--- config.mk ---
export PLATFORM = sky130hd
export DESIGN_NAME = fetch_unit
export DESIGN_NICKNAME = d
export VERILOG_FILES = /design/src/rtl/fetch_unit.sv
export SDC_FILE = /design/constraint.sdc
export NUM_CORES = 1
export LEC_CHECK = 0
export ABC_AREA = 1
export BUFFER_PORTS_ARGS = -buffer_cell sky130_fd_sc_hd__buf_2
export CAP_MARGIN = 10
export CORE_MARGIN = 1.5
export CORE_UTILIZATION = 49
export CTS_CLUSTER_SIZE = 10
export DETAILED_ROUTE_END_ITERATION = 10
export PLACE_DENSITY = 0.76
export SYNTH_ARGS = -nofsm -noshare
export SYNTH_HDL_FRONTEND = slang
export SYNTH_SLANG_ARGS = --single-unit
--- constraint.sdc ---
create_clock -name clk -period 2.24 [get_ports clk]
set_clock_uncertainty 0.05 [all_clocks]
set_input_delay 0.112 -clock clk [delete_from_list [all_inputs] [get_ports clk]]
set_output_delay 0.112 -clock clk [all_outputs]
set_load 0.01 [all_outputs]
--- src/rtl/fetch_unit.sv ---
// fetch_unit: WISC-SP13 instruction fetch with one outstanding imem request, a one-entry
// skid buffer, redirect/kill and halt. Define FETCH_ALIGN_CHK_EN to trap misaligned redirects.
module fetch_unit #(
  parameter int unsigned        PC_W      = 16,
  parameter logic [PC_W-1:0]    RESET_PC  = '0,
  parameter logic [15:0]        NOP_INSTR = 16'h0800
) (
  input  logic            clk,
  input  logic            rst_n,
  output logic            imem_req,
  output logic [PC_W-1:0] imem_addr,
  input  logic            imem_rdy,
  input  logic            imem_rvalid,
  input  logic [15:0]     imem_rdata,
  input  logic            stall,
  input  logic            redirect_valid,
  input  logic [PC_W-1:0] redirect_pc,
  input  logic            halt,
  output logic [15:0]     instr,
  output logic [PC_W-1:0] instr_pc,
  output logic [PC_W-1:0] pc_plus2,
  output logic [4:0]      opcode,
  output logic [1:0]      lower_two,
  output logic            instr_valid,
  output logic            halted,
  output logic            err
);

  localparam logic [1:0] FETCH  = 2'd0;
  localparam logic [1:0] WAIT   = 2'd1;
  localparam logic [1:0] HOLD   = 2'd2;
  localparam logic [1:0] HALTED = 2'd3;

  logic [1:0]      state, state_n;
  logic [PC_W-1:0] pc, pc_n, req_pc, req_pc_n, instr_pc_n, pc_plus2_n, rpc_c;
  logic [15:0]     skid, skid_n, instr_n;
  logic            kill, kill_n, valid_n, halted_n, req_n;
  logic            hs_c, slot_free_c, misalign_c;

  assign imem_addr   = pc;
  assign opcode      = instr[15:11];
  assign lower_two   = instr[1:0];
  assign hs_c        = imem_req & imem_rdy;
  assign slot_free_c = ~instr_valid | ~stall;
  assign rpc_c       = redirect_pc & ~PC_W'(1);

`ifdef FETCH_ALIGN_CHK_EN
  logic err_q;

  // Sticky trap flag for an odd redirect target.
  always_ff @(posedge clk or negedge rst_n) begin
    if (!rst_n) begin
      err_q <= 1'b0;
    end else if (state != HALTED && redirect_valid && redirect_pc[0]) begin
      err_q <= 1'b1;
    end
  end

  assign err        = err_q;
  assign misalign_c = redirect_pc[0];
`else
  assign err        = 1'b0;
  assign misalign_c = 1'b0;
`endif

  // State and output registers.
  always_ff @(posedge clk or negedge rst_n) begin
    if (!rst_n) begin
      state       <= FETCH;
      pc          <= RESET_PC;
      req_pc      <= '0;
      kill        <= 1'b0;
      skid        <= NOP_INSTR;
      instr       <= NOP_INSTR;
      instr_pc    <= '0;
      pc_plus2    <= PC_W'(2);
      instr_valid <= 1'b0;
      halted      <= 1'b0;
      imem_req    <= 1'b0;
    end else begin
      state       <= state_n;
      pc          <= pc_n;
      req_pc      <= req_pc_n;
      kill        <= kill_n;
      skid        <= skid_n;
      instr       <= instr_n;
      instr_pc    <= instr_pc_n;
      pc_plus2    <= pc_plus2_n;
      instr_valid <= valid_n;
      halted      <= halted_n;
      imem_req    <= req_n;
    end
  end

  // Next-state: redirect beats halt, halt beats normal sequencing.
  always_comb begin
    state_n    = state;
    pc_n       = pc;
    req_pc_n   = req_pc;
    kill_n     = kill;
    skid_n     = skid;
    instr_n    = instr;
    instr_pc_n = instr_pc;
    valid_n    = instr_valid;
    halted_n   = halted;

    // Decode takes the word; the slot empties unless refilled below.
    if (instr_valid && !stall) begin
      valid_n = 1'b0;
      instr_n = NOP_INSTR;
    end

    if (state != HALTED) begin
      if (redirect_valid) begin
        valid_n = 1'b0;
        instr_n = NOP_INSTR;
        kill_n  = 1'b0;
        if (misalign_c) begin
          halted_n = 1'b1;
          state_n  = HALTED;
        end else begin
          pc_n = rpc_c;
          case (state)
            FETCH: begin
              if (hs_c) begin
                state_n = WAIT;
                kill_n  = 1'b1;
              end
            end
            WAIT: begin
              if (imem_rvalid) begin
                state_n = FETCH;
              end else begin
                kill_n = 1'b1;
              end
            end
            default: state_n = FETCH;
          endcase
        end
      end else if (halt && instr_valid && !stall) begin
        halted_n = 1'b1;
        state_n  = HALTED;
      end else begin
        case (state)
          FETCH: begin
            if (hs_c) begin
              req_pc_n = pc;
              state_n  = WAIT;
            end
          end
          WAIT: begin
            if (imem_rvalid) begin
              if (kill) begin
                kill_n  = 1'b0;
                state_n = FETCH;
              end else if (slot_free_c) begin
                instr_n    = imem_rdata;
                instr_pc_n = req_pc;
                valid_n    = 1'b1;
                pc_n       = PC_W'(req_pc + PC_W'(2));
                state_n    = FETCH;
              end else begin
                skid_n  = imem_rdata;
                state_n = HOLD;
              end
            end
          end
          HOLD: begin
            if (!stall) begin
              instr_n    = skid;
              instr_pc_n = req_pc;
              valid_n    = 1'b1;
              pc_n       = PC_W'(req_pc + PC_W'(2));
              state_n    = FETCH;
            end
          end
          default: ;
        endcase
      end
    end

    pc_plus2_n = PC_W'(instr_pc_n + PC_W'(2));
    req_n      = (state_n == FETCH);
  end

endmodule

After elaboration in Yosys (flattened, before gate mapping)

Index checks and enable logic that the tools add are counted.

Bits in registers: 102
Latch bits: 0
Bits in writable memories: 0
ROM bits: 0
Input bits: 39
Output and inout port bits: 75
Word-level logic and storage cells: 94
Memories kept: 0

Add/subtract/negate cells: 2
Multiply operators: 0
Div/mod/pow operators: 0
$lt $le $gt $ge: 0
Equal/unequal tests: 8
Shift operators: 0
Multiplexer cells: 51
Bitwise gates (word level): 8
Reductions and logical operators: 14

Operator list:

| operator                                                         | number |
|---|---|
| 16-bit 2-to-1 mux                                                | 21 |
| 16-bit case mux with 2 select lines                              | 3 |
| 16-bit by 2-bit adder with 16-bit output (second input constant) | 2 |
| 2-bit 2-to-1 mux                                                 | 9 |
| 1-bit 2-to-1 mux                                                 | 14 |
| 7-bit AND reduction                                              | 2 |
| 3-bit inequality test (second input constant)                    | 4 |
| 1-bit inverter                                                   | 6 |
| 2-bit case mux with 3 select lines                               | 1 |
| 5-bit AND reduction                                              | 1 |
| 2-bit zero test                                                  | 2 |
| 2-bit inequality test (second input constant)                    | 2 |
| 1-bit case mux with 2 select lines                               | 2 |
| 2-bit case mux with 2 select lines                               | 1 |
| 4-bit AND reduction                                              | 1 |
| 2-bit nonzero test                                               | 2 |
| 1-bit logical AND                                                | 3 |
| 3-bit AND reduction                                              | 1 |
| 3-bit nonzero test                                               | 1 |
| 2-bit by 1-bit == test with 1-bit output (second input constant) | 1 |
| 2-bit == test (second input constant)                            | 1 |
| 1-bit bitwise AND                                                | 1 |
| 1-bit zero test                                                  | 1 |
| 1-bit bitwise OR                                                 | 1 |

Depth between registers and ports, before layout

Depth in word-level cells: 10
Mapped depth: 17
Gate-level depth less buffers: 17

Least setup slack after synthesis

OpenSTA, ideal clock, no wires.

Kind: reg-to-reg
Start point: register state[0]
End point: register pc_plus2[15]
Setup time: 0.120 ns
Data arrival time: 2.169 ns
Data required time: 2.070 ns
Slack: -0.099 ns
Stages on the path, launching flop included: 16
Path buffers: 1
Period minus slack after synthesis: 2.339 ns
Cell sequence: dfrtp_1 -> inv_1 -> ha_1 -> nand2_1 -> nor2_2 -> buf_6 -> nand2_2 -> inv_2 -> nand2_1 -> nand2_4 -> ha_1 -> inv_1 -> a21oi_1 -> nand3_2 -> o21ai_1 -> nand2_1

Word-level cells in the longest chain between the ends: 6
Elaborated cells between the ends (all ways): 8
Those cells by class: add/sub: 1; eq/ne: 3; mux: 4

Ends and longest elaborated chain:

| item                                                                             | line | text |
|---|---|---|
| start: declaration                                                               | 34   | `logic [1:0] state, state_n;` |
| start signal: assignment                                                         | 81   | `state <= state_n;` |
| 2-bit == test / 2-bit by 1-bit == test with 1-bit output (equally long branches) | 144  | `case (state)` |
| 16-bit case mux with 2 select lines                                              | 144  |  |
| 16-bit 2-to-1 mux                                                                | 140  | `end else if (halt && instr_valid && !stall) begin` |
| 16-bit 2-to-1 mux                                                                | 114  | `if (redirect_valid) begin` |
| 16-bit 2-to-1 mux *                                                              | 113  | `if (state != HALTED) begin` |
| net instr_pc_n[1]                                                                | 35   | `logic [PC_W-1:0] pc, pc_n, req_pc, req_pc_n, instr_pc_n, pc_plus2_n, rpc_c;` |
| 16-bit by 2-bit adder with 16-bit output *                                       | 182  | `pc_plus2_n = PC_W'(instr_pc_n + PC_W'(2));` |
| net pc_plus2_n[15]                                                               | 35   |  |
| end signal: assignment                                                           | 88   | `pc_plus2 <= pc_plus2_n;` |
| end: declaration                                                                 | 21   | `output logic [PC_W-1:0] pc_plus2,` |

The timed path passes the listed nets; every way through them passes the cells marked *.
A chain may end at the register's enable or synchronous reset.

Worst setup path after layout

Start point: register state[1]
End point: register pc_plus2[11]

The elaborated chain is that of the path after synthesis.

==> metrics <==
outcome=complete, no violations; met1 GRT Util=0.312; Post-Syn Area=5160 um2; Switching Share=0.400; Gate power share=0.394; worst hold stages=3; Port-buffer cells=111; chip width=106 um; hpwl dp=8960 um; WL/cell=14.6 um; Synth area leader=dfrtp_1; Worst Hold Path EP=imem_addr[6]; Max Clk Rate=458 MHz; CTS tree=yes; post-layout minimum cycle time=2.18 ns; Top Usage Layer GRT=met2; first-pass iteration count of the detailed router=5; gpl congestion=0.883; Pwr Density=952 nW/um2; met3 GRT Util=0.0482; # fillers=834; Synth Area per Inst=8.88 um2; CP max stage cell=dfrtp_1; Reg-to-Reg Start=state[1]; top-count cell post-synth=nand2_1; H-tree depth=3; final hold slack=0.0124 ns; Async SR Flop Fraction=1.00; worst setup path category=reg2reg; CP delay by family, top=simple AND/OR/NAND/NOR gates; Residual DRC=0; r2r endpoint=pc_plus2[11]; Via-to-Cell Ratio=5.10; Cells after Synth=581; post-synthesis sequential area ratio=0.491; die area=11200 um2; Buf/Inv on CP=3; Top FF cell, synth=dfrtp_1; Worst Tran Pin Value=0.763 ns; cell internal pwr=3.76 mW; Post-synth top cells=nand2_1 (114), dfrtp_1 (98), inv_1 (63); I/O Pins=114; Area growth, synth to finish=27.4%; final setup TNS=0 ns; cts bufs inserted=9; RSZ-0062 raised after global routing=yes; Die Height=106 um; Vias=4482; critical-path cell list=inv_2, ha_4, buf_6, nand4_2, nand2_2, nand2_4, buf_6, nand2_2, nand2_4, nand2_1, nor2_2, nand3_1, nand2_1, nand2_1; pins over their slew limit=0; largest net degree at the start of global routing=49; total nets after synthesis=626; CTS sink cnt=101; Hold WC Path Type=in2reg; Max-Cap Viols=0; Cell Rows=37; top cell type's share of synthesized area=0.475; Clock Power Share=0.166; final wirelength=12800 um; initial DRC count=284; Clock Path Buffers=2; Layout Nets=782; worst r2r path cells=14; GRT overflow=0; root buf cell=clkbuf_8; first-pass GRT wire length=20600 um; CP Capture Type=flop; Worst EP required=2.44 ns; Setup-failing EPs final=0; Routed Antenna Nets=0; crit-path most repeated cell=nand2_1; YS warnings=0; worst-path maximum fanout=6; Synth area leaders=dfrtp_1 (48%), nand2_1 (8.3%), o21ai_0 (5.9%); final hold violation count=0; worst vdd ir=0.474 mV; Post-synth EDFFs=0; Antenna Cells=0; GRT Total Usage=0.235; CP peak stage delay=0.44 ns; CTS clk-pin slew, worst paths=0.09 ns; Starting Density=0.502; Clock Latency Late Sink=0.37 ns; leak pwr=3.35 nW; CP Data Arrival Time=2.38 ns; sequential fraction of design power=0.441; Core ar.=10300 um2; vias in the first global route=4368; initial antenna violation count=0; sw power=2.50 mW; met2 Use GR=0.385; layout cells sized above 1=0.345; FF+latch count, synth=101; Tcrit/Tclk final=0.974; Worst Min Path Start=redirect_pc[6]; critical path launch point type=flop; r2r setup slk=0.06 ns; Rel. slew slack=0.491; Yosys cell types=43
-- layout make-up --
class / count / area (um2) / share of cell area
Sequential cell: 101 / 2530 / 0.385
Multi-Input combinational cell: 384 / 2330 / 0.355
Tap cell: 136 / 170 / 0.0259
Timing Repair Buffer: 173 / 1120 / 0.170
Clock inverter: 3 / 23.8 / 0.00362
Clock buffer: 13 / 139 / 0.0211
Inverter: 68 / 255 / 0.0388
-- what timing repair did --
item,CTS,global route
hold endpoints to repair,56,0
hold buffers,26,0
pin swaps,0,18
buffers inserted,1,10
endpoints found under the setup margin,4,12
gates resized for setup,4,31
-- power groups by stage --
stage	Combinational (mW)	Clock [mW]	Sequential, mW
2_1_floorplan	1.31	0	2.84
5_1_grt	2.72	1.15	2.82
4_1_cts	2.27	1.07	2.73
6_report	2.46	1.04	2.76
3_5_place_dp	2.22	0	2.77
3_3_place_gp	2.16	0	2.75
-- through the flow --
step                instances  total power [mW]  instance area, um2  utilization  setup slack (ns)
detailed placement        825              4.98                5930        0.577           -0.0361
CTS                       868              6.07                6370        0.620           0.00206
floorplan                 581              4.15                5180            -            0.0122
global placement          825              4.91                5930        0.577            0.0335
global route              878              6.70                6570        0.639           -0.0291
finish                    878              6.26                6570        0.639            0.0574
-- layout by cell type, fill, tap and decap left out, types with 15 or more instances in the layout --
| master | instances |
|---|---|
| a22o_1 | 15 |
| buf_2 | 110 |
| buf_4 | 32 |
| dfrtp_1 | 97 |
| dlygate4sd3_1 | 26 |
| inv_1 | 60 |
| nand2_1 | 106 |
| nand2_2 | 25 |
| nand2_4 | 23 |
| nand3_1 | 25 |
| nor2_1 | 30 |
| o21ai_0 | 61 |
-- state kept, by name, summed over array words and instances, names as in the netlist, 2 cells and up --
name and flops:
imem_addr 16, instr 16, pc_plus2 16, req_pc 16, skid 16, instr_pc 15, state 2
-- worst min-delay path, cell delays in order --
cell and delay [ns]:
buf_2 0.08, o21ai_0 0.06, o22ai_1 0.13
-- cells by family after synthesis --
family                   after synthesis  share of synthesized area
XOR/XNOR                              10                     0.0170
other                                  1                   0.000727
AO/OA/AOI/OAI                        118                      0.134
multiplexers                           1                    0.00218
adder cells (fa/ha/maj)                6                     0.0146
AND/OR/NAND/NOR                      248                      0.257
buffers and inverters                 96                     0.0839
flip-flops                           101                      0.491
-- routing by layer --
layer  up-vias  share of wire
met5         -              0
met4         0          0.012
met3        10          0.046
met2       122           0.50
met1      2160           0.44
li1       2190              -
-- worst max-delay path by stage --
stage / slack [ns] / start / to / cells after the start
finish: 0.06 / state[1] / pc_plus2[11] / 14
global route: -0.03 / state[1] / pc_plus2[9] / 13
CTS: 0.002 / state[0] / pc_plus2[15] / 14
detailed placement: -0.04 / state[0] / pc_plus2[15] / 14
global placement: 0.03 / state[0] / pc_plus2[15] / 14
floorplan: 0.01 / state[0] / pc_plus2[15] / 15
Power figures use the tool's default switching activity.
